### config.mk
export PLATFORM = sky130hd
export DESIGN_NAME = sram_arbiter
export DESIGN_NICKNAME = d
export VERILOG_FILES = /design/src/rtl/arm_mem_pkg.sv /design/src/rtl/sram_arbiter_arb2_pick.sv /design/src/rtl/sram_arbiter.sv
export SDC_FILE = /design/constraint.sdc
export NUM_CORES = 1
export LEC_CHECK = 0
export ABC_AREA = 1
export BUFFER_PORTS_ARGS = -buffer_cell sky130_fd_sc_hd__clkbuf_2
export CORE_ASPECT_RATIO = 0.7
export CORE_MARGIN = 2
export CORE_UTILIZATION = 25
export DETAILED_ROUTE_END_ITERATION = 12
export SLEW_MARGIN = 20
export SYNTH_ARGS = -nofsm -noshare
export SYNTH_HDL_FRONTEND = slang
export SYNTH_SLANG_ARGS = --single-unit
### constraint.sdc
create_clock -name clk -period 1.95 [get_ports clk]
set_input_delay 0.39 -clock clk [delete_from_list [all_inputs] [get_ports clk]]
set_output_delay 0.39 -clock clk [all_outputs]
set_load 0.005 [all_outputs]
### src/rtl/arm_mem_pkg.sv
// Shared definitions for the SRAM arbiter: FSM state encoding, owner ids and counter width.
package arm_mem_pkg;

    typedef enum logic [1:0] {
        IDLE    = 2'd0,
        GRANT   = 2'd1,
        RELEASE = 2'd2
    } arb_state_e;

    localparam logic OWNER_A = 1'b0;
    localparam logic OWNER_B = 1'b1;

    localparam int CNT_W = 10;

endpackage

### src/rtl/sram_arbiter_arb2_pick.sv
// Combinational two-way winner selection for the SRAM arbiter.
module arb2_pick
    import arm_mem_pkg::*;
#(
    parameter int PRIORITY_MODE = 0
) (
    input  logic a_req,
    input  logic b_req,
    input  logic last_owner,
    output logic grant_valid,
    output logic grant_owner
);

    // On a tie, round-robin hands the grant to whichever port did not own it last.
    always_comb begin
        grant_valid = a_req | b_req;
        grant_owner = OWNER_A;
        if (a_req && b_req) begin
            grant_owner = (PRIORITY_MODE != 0) ? OWNER_A : ~last_owner;
        end else if (b_req) begin
            grant_owner = OWNER_B;
        end
    end

endmodule

### src/rtl/sram_arbiter.sv
// Serialises word transactions from port A (MEM stage) and port B onto one SRAM controller.
module sram_arbiter
    import arm_mem_pkg::*;
#(
    parameter int PRIORITY_MODE = 0,
    parameter int TIMEOUT       = 1023
) (
    input  logic        clk,
    input  logic        rst,
    input  logic        a_req,
    input  logic        a_we,
    input  logic [31:0] a_addr,
    input  logic [31:0] a_wdata,
    output logic [31:0] a_rdata,
    output logic        a_done,
    output logic        a_ready,
    input  logic        b_req,
    input  logic        b_we,
    input  logic [31:0] b_addr,
    input  logic [31:0] b_wdata,
    output logic [31:0] b_rdata,
    output logic        b_done,
    output logic        mem_r_en,
    output logic        mem_w_en,
    output logic [31:0] mem_addr,
    output logic [31:0] mem_wdata,
    input  logic [31:0] mem_rdata,
    input  logic        mem_ready,
    output logic        busy,
    output logic        owner,
    output logic        timeout_err
);

    localparam logic [CNT_W-1:0] TIMEOUT_C = CNT_W'(TIMEOUT);

    arb_state_e       state_q, state_d;
    logic             owner_q, owner_d;
    logic             we_q, we_d;
    logic [31:0]      addr_q, addr_d;
    logic [31:0]      wdata_q, wdata_d;
    logic [CNT_W-1:0] cnt_q, cnt_d;
    logic [CNT_W-1:0] cnt_inc;
    logic [31:0]      a_rdata_q, a_rdata_d;
    logic [31:0]      b_rdata_q, b_rdata_d;
    logic             terr_q, terr_d;
    logic             grant_valid;
    logic             grant_owner;

    arb2_pick #(
        .PRIORITY_MODE (PRIORITY_MODE)
    ) u_pick (
        .a_req       (a_req),
        .b_req       (b_req),
        .last_owner  (owner_q),
        .grant_valid (grant_valid),
        .grant_owner (grant_owner)
    );

    assign cnt_inc = (cnt_q == '1) ? cnt_q : cnt_q + CNT_W'(1);

    always_comb begin
        state_d   = state_q;
        owner_d   = owner_q;
        we_d      = we_q;
        addr_d    = addr_q;
        wdata_d   = wdata_q;
        cnt_d     = cnt_q;
        a_rdata_d = a_rdata_q;
        b_rdata_d = b_rdata_q;
        terr_d    = terr_q;
        case (state_q)
            IDLE: begin
                if (grant_valid) begin
                    owner_d = grant_owner;
                    we_d    = (grant_owner == OWNER_B) ? b_we    : a_we;
                    addr_d  = (grant_owner == OWNER_B) ? b_addr  : a_addr;
                    wdata_d = (grant_owner == OWNER_B) ? b_wdata : a_wdata;
                    state_d = GRANT;
                end
            end
            GRANT: begin
                cnt_d = cnt_inc;
                // A completion in the same cycle as the timeout still counts as a success.
                if (mem_ready) begin
                    if (!we_q) begin
                        if (owner_q == OWNER_B) begin
                            b_rdata_d = mem_rdata;
                        end else begin
                            a_rdata_d = mem_rdata;
                        end
                    end
                    state_d = RELEASE;
                end else if (cnt_inc == TIMEOUT_C) begin
                    terr_d  = 1'b1;
                    state_d = RELEASE;
                end
            end
            RELEASE: begin
                cnt_d   = '0;
                state_d = IDLE;
            end
            default: begin
                state_d = IDLE;
            end
        endcase
    end

    // Owner resets to B so the first round-robin tie goes to A.
    always_ff @(posedge clk or negedge rst) begin
        if (!rst) begin
            state_q   <= IDLE;
            owner_q   <= OWNER_B;
            we_q      <= 1'b0;
            addr_q    <= '0;
            wdata_q   <= '0;
            cnt_q     <= '0;
            a_rdata_q <= '0;
            b_rdata_q <= '0;
            terr_q    <= 1'b0;
        end else begin
            state_q   <= state_d;
            owner_q   <= owner_d;
            we_q      <= we_d;
            addr_q    <= addr_d;
            wdata_q   <= wdata_d;
            cnt_q     <= cnt_d;
            a_rdata_q <= a_rdata_d;
            b_rdata_q <= b_rdata_d;
            terr_q    <= terr_d;
        end
    end

    assign mem_r_en    = (state_q == GRANT) && !we_q;
    assign mem_w_en    = (state_q == GRANT) && we_q;
    assign mem_addr    = addr_q;
    assign mem_wdata   = wdata_q;
    assign a_rdata     = a_rdata_q;
    assign b_rdata     = b_rdata_q;
    assign a_done      = (state_q == RELEASE) && (owner_q == OWNER_A);
    assign b_done      = (state_q == RELEASE) && (owner_q == OWNER_B);
    assign a_ready     = !a_req || a_done;
    assign busy        = (state_q != IDLE);
    assign owner       = owner_q;
    assign timeout_err = terr_q;

endmodule

# ---- Word-level counts from Yosys, hierarchy flattened
# Index checks and enable logic that the tools add are counted.
dict set report word_totals {
  reg_bits 143
  latch_bits 0
  mem_bits_rw 0
  mem_bits_ro 0
  in_bits 167
  output_inout_bits 136
  word_cells 47
  mem_count 0
}
dict set report op_classes {
  n_addsub 1
  n_mul 0
  n_div 0
  n_lt_le_gt_ge 0
  n_eq_ne 6
  shifts 0
  n_mux 11
  n_bitwise 4
  reduce_logical 16
}
# operator count
set op_table {}
lappend op_table {{32-bit 2-to-1 mux} 2}
lappend op_table {{10-bit equality test (second input constant)} 2}
lappend op_table {{10-bit one-hot mux with 2 select lines} 1}
lappend op_table {{10-bit by 1-bit adder with 10-bit output (second input constant)} 1}
lappend op_table {{10-bit 2-to-1 mux} 1}
lappend op_table {{4-bit AND reduction} 2}
lappend op_table {{2-bit 2-to-1 mux} 3}
lappend op_table {{1-bit logical AND} 5}
lappend op_table {{2-bit one-hot mux with 2 select lines} 1}
lappend op_table {{2-bit AND reduction} 2}
lappend op_table {{2-bit nonzero test} 2}
lappend op_table {{1-bit 2-to-1 mux} 3}
lappend op_table {{3-bit inequality test (second input constant)} 1}
lappend op_table {{1-bit inverter} 3}
lappend op_table {{3-bit AND reduction} 1}
lappend op_table {{2-bit by 1-bit equality test with 1-bit output (second input constant)} 1}
lappend op_table {{2-bit equality test (second input constant)} 1}
lappend op_table {{1-bit zero test} 2}
lappend op_table {{2-bit zero test} 1}
lappend op_table {{2-bit inequality test (second input constant)} 1}
lappend op_table {{1-bit logical OR} 1}
lappend op_table {{1-bit OR} 1}

# ---- Logic depth before layout (Yosys ltp)
# Gate-level depths: netlist of run 1.
dict set report logic_depth {
  word_depth 6
  depth_mapped 14
  depth_no_buf 14
}

# ---- Modules after synthesis
# Synthesis of run 1 repeated with hierarchy kept, for this count alone.
dict set report unflattened {
  hier_cells 739
  area_unflattened_um2 6254.7
}
# module n_inst cells_each area_each_um2 seq_area_each_um2
set modules_own_cells {}
lappend modules_own_cells {sram_arbiter 1 736 6239.7 3579.7}
lappend modules_own_cells {arb2_pick 1 3 15.0 0.0}

# ---- Worst setup path after synthesis of run 1
# OpenSTA, ideal clock, no wires.
dict set report synth_path {
  path_kind {reg2reg}
  startpoint {register cnt_q[1]}
  endpoint {register state_q[0]}
  setup_time_ns 0.117
  t_arrival_ns 1.555
  slack_ns 0.278
  stages_incl_launch_ff 13
  n_path_buf 1
  path_cell_list {dfrtp_1 -> ha_1 -> nand2_2 -> nor2_4 -> nand3_2 -> buf_6 -> xor2_2 -> nor2_2 -> nand3_2 -> nand2_2 -> nand2_2 -> nand2_1 -> nand2_1}
}
dict set report synth_between {
  elab_chain_len 5
}
# element line
set synth_rtl {}
lappend synth_rtl {{from (decl)} sram_arbiter.sv:41} ;# logic [CNT_W-1:0] cnt_q, cnt_d;
lappend synth_rtl {{from (signal assigned)} sram_arbiter.sv:126} ;# cnt_q <= cnt_d;
lappend synth_rtl {{10-bit by 1-bit adder with 10-bit output or 10-bit equality test (tied branches)} sram_arbiter.sv:59} ;# assign cnt_inc = (cnt_q == '1) ? cnt_q : cnt_q + CNT_W'(1);
lappend synth_rtl {{10-bit 2-to-1 mux (*)} sram_arbiter.sv:59}
lappend synth_rtl {{10-bit equality test (*)} sram_arbiter.sv:93} ;# end else if (cnt_inc == TIMEOUT_C) begin
lappend synth_rtl {{3-bit inequality test (no source line) (*)} --}
lappend synth_rtl {{2-bit AND reduction (no source line) (*)} --}
lappend synth_rtl {{to (signal assigned)} sram_arbiter.sv:121} ;# state_q <= state_d;
lappend synth_rtl {{to (decl)} sram_arbiter.sv:36} ;# arb_state_e state_q, state_d;
# Mark *: on every way between the ends. The rest lies on a longest branch, timed or not.
# A chain may end at the register's enable or synchronous reset.

# ---- Worst setup path after layout of run 1
dict set report layout_path {
  startpoint {register state_q[0]}
  endpoint {output mem_r_en}
}
dict set report layout_between {
  elab_chain_len 2
}
# element line
set layout_rtl {}
lappend layout_rtl {{2-bit by 1-bit equality test with 1-bit output} sram_arbiter.sv:133} ;# assign mem_r_en = (state_q == GRANT) && !we_q;
lappend layout_rtl {{1-bit logical AND} sram_arbiter.sv:133}
lappend layout_rtl {{to (decl)} sram_arbiter.sv:23} ;# output logic mem_r_en,
# No other way between the ends.

==> results of run 1 <==
-- layout make-up --
cell class              count  area, um^2
fillers                  2554       15700
flip-flops and latches    143        3580
multi-input cells         493        2320
repair buffers            322        1760
clock buffers              22         464
well taps                 325         407
inverters                  59         221
clock inverters             9         110
-- metal layers --
| metal | wire [um] | vias to the layer above | share of wire, % | GRT usage (%) |
|---|---|---|---|---|
| li1 | - | 2984 | - | - |
| met1 | 8970 | 2781 | 44 | 20.0 |
| met2 | 9300 | 241 | 46 | 24.0 |
| met3 | 1840 | 10 | 9.1 | 5.91 |
| met4 | 116 | 0 | 0.57 | 3.90 |
| met5 | 0 | - | 0 | 0 |
-- synthesized netlist by cell type --
library cell  count
o21ai_0         205
a21oi_1           3
o21ai_2           2
nand2_2           4
o21bai_1          3
nand4_1           1
dfrtp_1         142
clkbuf_1         38
nand2_1         167
buf_2             2
inv_1            58
ha_1              5
xor2_2            1
nand3_2           2
nand3b_1          1
dfstp_2           1
o22ai_1           2
buf_1             2
nor2_2            2
nor2_4            1
nand3_1          17
nor2_1           76
buf_6             1
clkinv_1          1
-- stage by stage --
stage	setup slack (ns)	util, %
floorplan	0.278	-
global placement	0.0981	33.3
detailed placement	0.0179	33.3
CTS	0.0164	35.8
global route	-0.00376	36.1
finish	0.0997	36.1
-- cell families after synthesis --
family / after synthesis
and+or+nand+nor: 271
AOI/OAI and AO/OA: 215
DFF: 143
buffers and inverters: 102
adders and majority gates: 5
xor gates and xnor gates: 1
-- sequential cells by signal (all words and copies together) (netlist names) --
register	flops
a_rdata	32
mem_wdata	32
owner	1
b_rdata	32
state_q	2
timeout_err	1
we_q	1
cnt_q	10
mem_addr	32
-- worst reg2reg max path: stages, from the launching register on --
cell and delay, ns:
dfrtp_1 0.40, nand2_1 0.08, nor2_1 0.36, nand3_2 0.22, xor2_2 0.21, nor2_2 0.11, nand3_2 0.08, nand2_2 0.10
nand2_2 0.06, nand2_1 0.05, nand2_1 0.05
-- power by group through the flow --
stage / Clock (mW) / Sequential (mW) / Combinational, mW
2_1_floorplan: 0 / 5.25 / 2.15
3_3_place_gp: 0 / 5.21 / 4.77
3_5_place_dp: 0 / 5.26 / 4.87
4_1_cts: 3.33 / 5.23 / 4.92
5_1_grt: 3.45 / 5.40 / 5.56
6_report: 3.21 / 5.24 / 4.86
-- path summary, 6_finish.rpt --
kind	cells after the start	from	slack, ns	endpoint
min in group asynchronous	2	rst	0.45	a_rdata[9]
worst min-delay path	3	mem_rdata[20]	0.22	a_rdata[20]
worst min register to register	2	mem_wdata[6]	0.48	mem_wdata[6]
max in group asynchronous	3	rst	0.91	mem_wdata[22]
worst max register to register	10	cnt_q[7]	0.12	state_q[0]
worst max-delay path	5	state_q[0]	0.1	mem_r_en
-- timing repair --
action                     4_1_cts  5_1_grt
hold buffers                     1        0
buffers inserted                 2        3
cloned                           0        1
gates resized for setup          3        6
setup endpoints to repair        2        6
hold endpoints to repair        31        0
pin swaps                        0        4
==> metrics.md, run 1 <==
| Metric | Value |
|---|---|
| Vias in the first global route | `between 5000 and 6000` |
| Setup TNS | `0 ns` |
| # IOs | `303` |
| Final Hold Fails | `0` |
| Total CTS buffers | `17` |
| Crit end category | `primary output` |
| Synth top area cells | `dfrtp_1 57%, o21ai_0 16%, nand2_1 10%` |
| Share of the synthesized area in the top cell type | `57.1%` |
| Post-synthesis adder-cell area fraction | `approximately 1.0%` |
| Critical Path Start Type | `flop` |
| CTS tree | `done` |
| Commonest non-fill, non-tap cell in the layout | `clkbuf_2` |
| Most frequent cells in the layout | `301 x clkbuf_2, 204 x o21ai_0, 166 x nand2_1` |
| Unique masters post-synth | `24` |
| Cell accounting for the most synthesized area | `dfrtp_1` |
| Clk_lat worst skew | `0.42 ns` |
| Int Power | `8.42 mW` |
| Slowest Stage Delay on Critical Path | `between 0.3 and 0.4 ns` |
| CP max FO | `3` |
| Min Hold Slack | `about 0.22 ns` |
| Starting density of the core | `around 25%` |
| Status | `finished, final reports clean` |
| Comb power frac | `roughly 37%` |
| Actual slew at the worst max-slew pin | `0.427 ns` |
| Clk network pwr share | `24.1%` |
| Core Area | `between 0.02 and 0.025 mm^2` |
| Mean Syn Cell Area | `about 8.4 um^2` |
| Largest family of logic cells by synthesized area | `compound AO/OA/AOI/OAI gates` |
| Global-route wire length before repair | `just over 30000 um` |
| Worst hold path class | `input port to flop` |
| CTS Sinks | `143` |
| Chip height | `around 140 um` |
| DP Wirelength | `about 15000 um` |
| Buf/Inv on CP | `3` |
| Part of the power in registers | `39.4%` |
| DP Area | `approximately 0.0082 mm^2` |
| DRC errors left | `0` |
| PnR Total Power | `13.3 mW` |
| Post-DRT Antenna Nets | `0` |
| H-tree depth | `4` |
| Fin nets | `about 1200` |
| Max-Cap Viols | `0` |
| Total grt overflow | `0` |
| Yosys warnings | `0` |
| #FFs+latches synth | `approximately 140` |
| Post-Synthesis Cell Area | `just over 0.006 mm^2` |
| Worst rel slew slack | `between 70% and 80%` |
| CP max-delay cell | `dfrtp_1` |
| Die area | `0.0262 mm^2` |
| Syn Nets | `909` |
| CTS Buffer Depth | `2` |
| Switching power | `approximately 4.9 mW` |
| Antenna violations before repair | `0` |
| Worst EP required | `1.56 ns` |
| Compound-cell area share of the yosys netlist | `17.6%` |
| Drt wl/cell | `between 10 and 15 um` |
| Final Setup Violations | `0` |
| PortBufs | `302` |
| Largest net degree at the start of global routing | `67` |
| Die width | `just under 200 um` |
| Layout cells sized above 1 | `between 30 and 40%` |
| Sw Share | `between 30% and 40%` |
| Clock slew at reported path FFs | `0.06 ns` |
| Setup Skew | `0.00908 ns` |
| XOR/XNOR share of the synthesized area | `0.261%` |
| Vias | `6016` |
| Leak | `about 4.6 nW` |
| Crit share post-route | `between 90% and 100%` |
| Post-Layout Cell Count | `about 1400` |
| Post-synthesis mux area share | `0%` |
| CTS root buffer | `clkbuf_16` |
| Final min period | `roughly 1.9 ns` |
| FMAX | `between 500 and 600 MHz` |
| Post-Synth Simple-Gate Area | `between 10% and 20%` |
| Syn Inst Count | `approximately 740` |
| Maximum vdd drop | `~0.0007 V` |
| Placed cell count | `~1300` |
| Rows | `48` |
| WS Path Type | `flop to primary output` |
| Total Routing Usage GR | `between 15 and 20%` |
| Post-route design area | `0.00886 mm^2` |
| Number of DRC markers in iteration 0 | `roughly 240` |
| DR vias/cell | `between 4 and 5` |
| Sequential area share after synthesis | `between 50% and 60%` |
| Area Growth Syn to Fin | `42.3%` |
| GP Congestion | `0.835` |
| Number of diodes | `0` |
| Cell Chain, Critical Path | `buf_4 > ha_1 > inv_1 > nor2_4 > clkbuf_2` |
| Post-Route WL | `roughly 20000 um` |
| Data arrival, critical path | `between 1 and 1.5 ns` |
| First-pass iteration count of the detailed router | `5` |
| CP top delay family | `buffers and inverters` |
| PwrDens | `1500 mW/mm^2` |
| Slew Viols, Final | `0` |
No activity file was read; power rests on OpenSTA's default activity.
==> inputs of run 2 (changes only) <==
Settings changed: CELL_PAD_IN_SITES_DETAIL_PLACEMENT from default to 1, CELL_PAD_IN_SITES_GLOBAL_PLACEMENT from default to 1, PLACE_DENSITY_LB_ADDON from default to 0.1.
==> metrics.md, run 2 (synthesized netlist as in run 1, its figures left out) <==
| Metric | Value |
|---|---|
| Actual slew at the worst max-slew pin | `about 0.6 ns` |
| Total Routing Usage GR | `17.1%` |
| Largest net degree at the start of global routing | `67` |
| Hold Crit Depth | `3` |
| Worst hold path class | `input port to flop` |
| Commonest non-fill, non-tap cell in the layout | `clkbuf_2` |
| DR WL met3 | `about 2200 um` |
| Final min period | `roughly 1.8 ns` |
| Buf/Inv on CP | `3` |
| Slew Viols, Final | `0` |
| Fillers | `slightly above 3000` |
| Number of DRC markers in iteration 0 | `approximately 220` |
| Top sig layer | `met4` |
| Crit end category | `primary output` |
| Global-route wire length before repair | `34500 um` |
| PwrDens | `roughly 1500 mW/mm^2` |
| Clk_lat worst skew | `0.42 ns` |
| Worst EP required | `1.56 ns` |
| Status | `finished, final reports clean` |
| Met2 routed WL | `~9000 um` |
| Area Growth Syn to Fin | `42.8%` |
| Layout cells sized above 1 | `a little over a third` |
| Worst R2R Path Depth | `11` |
| WS Path Type | `flop to primary output` |
| Cell Chain, Critical Path | `buf_4 > ha_1 > inv_1 > nor2_4 > clkbuf_2` |
| CTS Buffer Depth | `2` |
| Final core occ | `approximately 36%` |
| Final Setup Violations | `0` |
| Setup Skew | `between 0.008 and 0.009 ns` |
| CTS root buffer | `clkbuf_16` |
| # IOs | `approximately 300` |
| Most frequent cells in the layout | `301 x clkbuf_2, 203 x o21ai_0, 166 x nand2_1` |
| Chip height | `roughly 140 um` |
| CTS Sinks | `around 140` |
| Total CTS buffers | `17` |
| Max-Cap Viols | `0` |
| Maximum vdd drop | `0.000579 V` |
| PortBufs | `a little over 300` |
| Starting density of the core | `25.3%` |
| Core Area | `0.0246 mm^2` |
| Die area | `between 0.02 and 0.03 mm^2` |
| CP Depth | `5` |
| Number of diodes | `0` |
| Die width | `slightly below 200 um` |
| Drt wl/cell | `~16 um` |
| FMAX | `roughly 540 MHz` |
| M1 wire length | `around 10000 um` |
| Setup TNS | `0 ns` |
| Total grt overflow | `0` |
| Antenna violations before repair | `0` |
| Rows | `48` |
| GP Congestion | `slightly above 0.8` |
| DR vias/cell | `4.33` |
| CP max-delay cell | `dfrtp_1` |
| Vias | `a little under 6000` |
| CP max FO | `3` |
| H-tree depth | `4` |
| Fin nets | `around 1200` |
| Data arrival, critical path | `around 1.5 ns` |
| Leak | `4.65 nW` |
| CP top delay family | `flip-flops` |
| Post-DRT Antenna Nets | `0` |
| Slowest Stage Delay on Critical Path | `approximately 0.39 ns` |
| DRC errors left | `0` |
| Critical Path Start Type | `flop` |
| Unrepaired setup endpoints after global routing | `no` |
| CTS tree | `done` |
| Vias in the first global route | `6260` |
| Crit share post-route | `a little over nine tenths` |
| Clock slew at reported path FFs | `around 0.070 ns` |
| Final Hold Fails | `0` |
| DP Wirelength | `between 15000 and 20000 um` |
| First-pass iteration count of the detailed router | `4` |
| Worst rel slew slack | `about three fifths` |
| Post-Route WL | `between 20000 and 25000 um` |
==> run 2: area by class of cell <==
cell class | instances | area [um^2] | area share (%)
Inverter | 59 | 221 | 2.49
Clock buffer | 20 | 437 | 4.91
Clock inverter | 12 | 136 | 1.53
Sequential cell | 143 | 3580 | 40.3
Multi-Input combinational cell | 493 | 2310 | 26.0
Timing Repair Buffer | 325 | 1790 | 20.2
Tap cell | 325 | 407 | 4.58
==> run 2: final timing paths <==
path | startpoint | end | slack (ns)
min in group asynchronous | rst | mem_wdata[26] | 0.46
max reg2reg | cnt_q[6] | state_q[1] | 0.15
min | mem_rdata[27] | a_rdata[27] | 0.21
min reg2reg | mem_addr[21] | mem_addr[21] | 0.48
max in group asynchronous | rst | owner | 0.93
max | state_q[0] | mem_r_en | 0.10
==> run 2: worst reg2reg max path, delay by kind of cell (launching register included) <==
family | cells | cell delay, ns
flip-flops | 1 | 0.38
AND/OR/NAND/NOR | 11 | 1.32
==> run 2: repair_timing <==
item / in CTS / in global routing
resized for setup: 2 / 8
endpoints found under the setup margin: 4 / 4
hold endpoints to repair: 28 / 0
setup buffers: 1 / 1
pin swaps: 0 / 3
cloned: 0 / 1
hold buffers: 1 / 0
==> run 2: stage by stage <==
| stage | hold WS, ns | instances | setup WS, ns | total power, mW | instance area (um^2) |
|---|---|---|---|---|---|
| after detailed placement | 0.316 | 1341 | 0.0103 | 10.3 | 8250 |
| after CTS | 0.178 | 1375 | 0.0206 | 13.6 | 8850 |
| after global routing | 0.208 | 1377 | 0.00779 | 14.6 | 8890 |
| final | 0.212 | 1377 | 0.101 | 13.3 | 8890 |
| after floorplan | 0.0944 | 737 | 0.278 | 7.39 | 6220 |
| after global placement | 0.324 | 1341 | 0.0662 | 10.2 | 8250 |
==> run 2: per-layer routing <==
layer / up-vias / track usage, %
met4: 0 / 4.92
met5: - / 0
met2: 191 / 24.0
met3: 16 / 7.69
li1: 2985 / -
met1: 2773 / 23.5
==> run 2: report_power, final <==
| group | leakage [nW] | internal [mW] | switching [mW] | total, mW |
|---|---|---|---|---|
| combinational | 2.60 | 2.10 | 2.83 | 4.94 |
| clock | 0.271 | 1.89 | 1.33 | 3.22 |
| sequential | 1.78 | 4.37 | 0.819 | 5.19 |
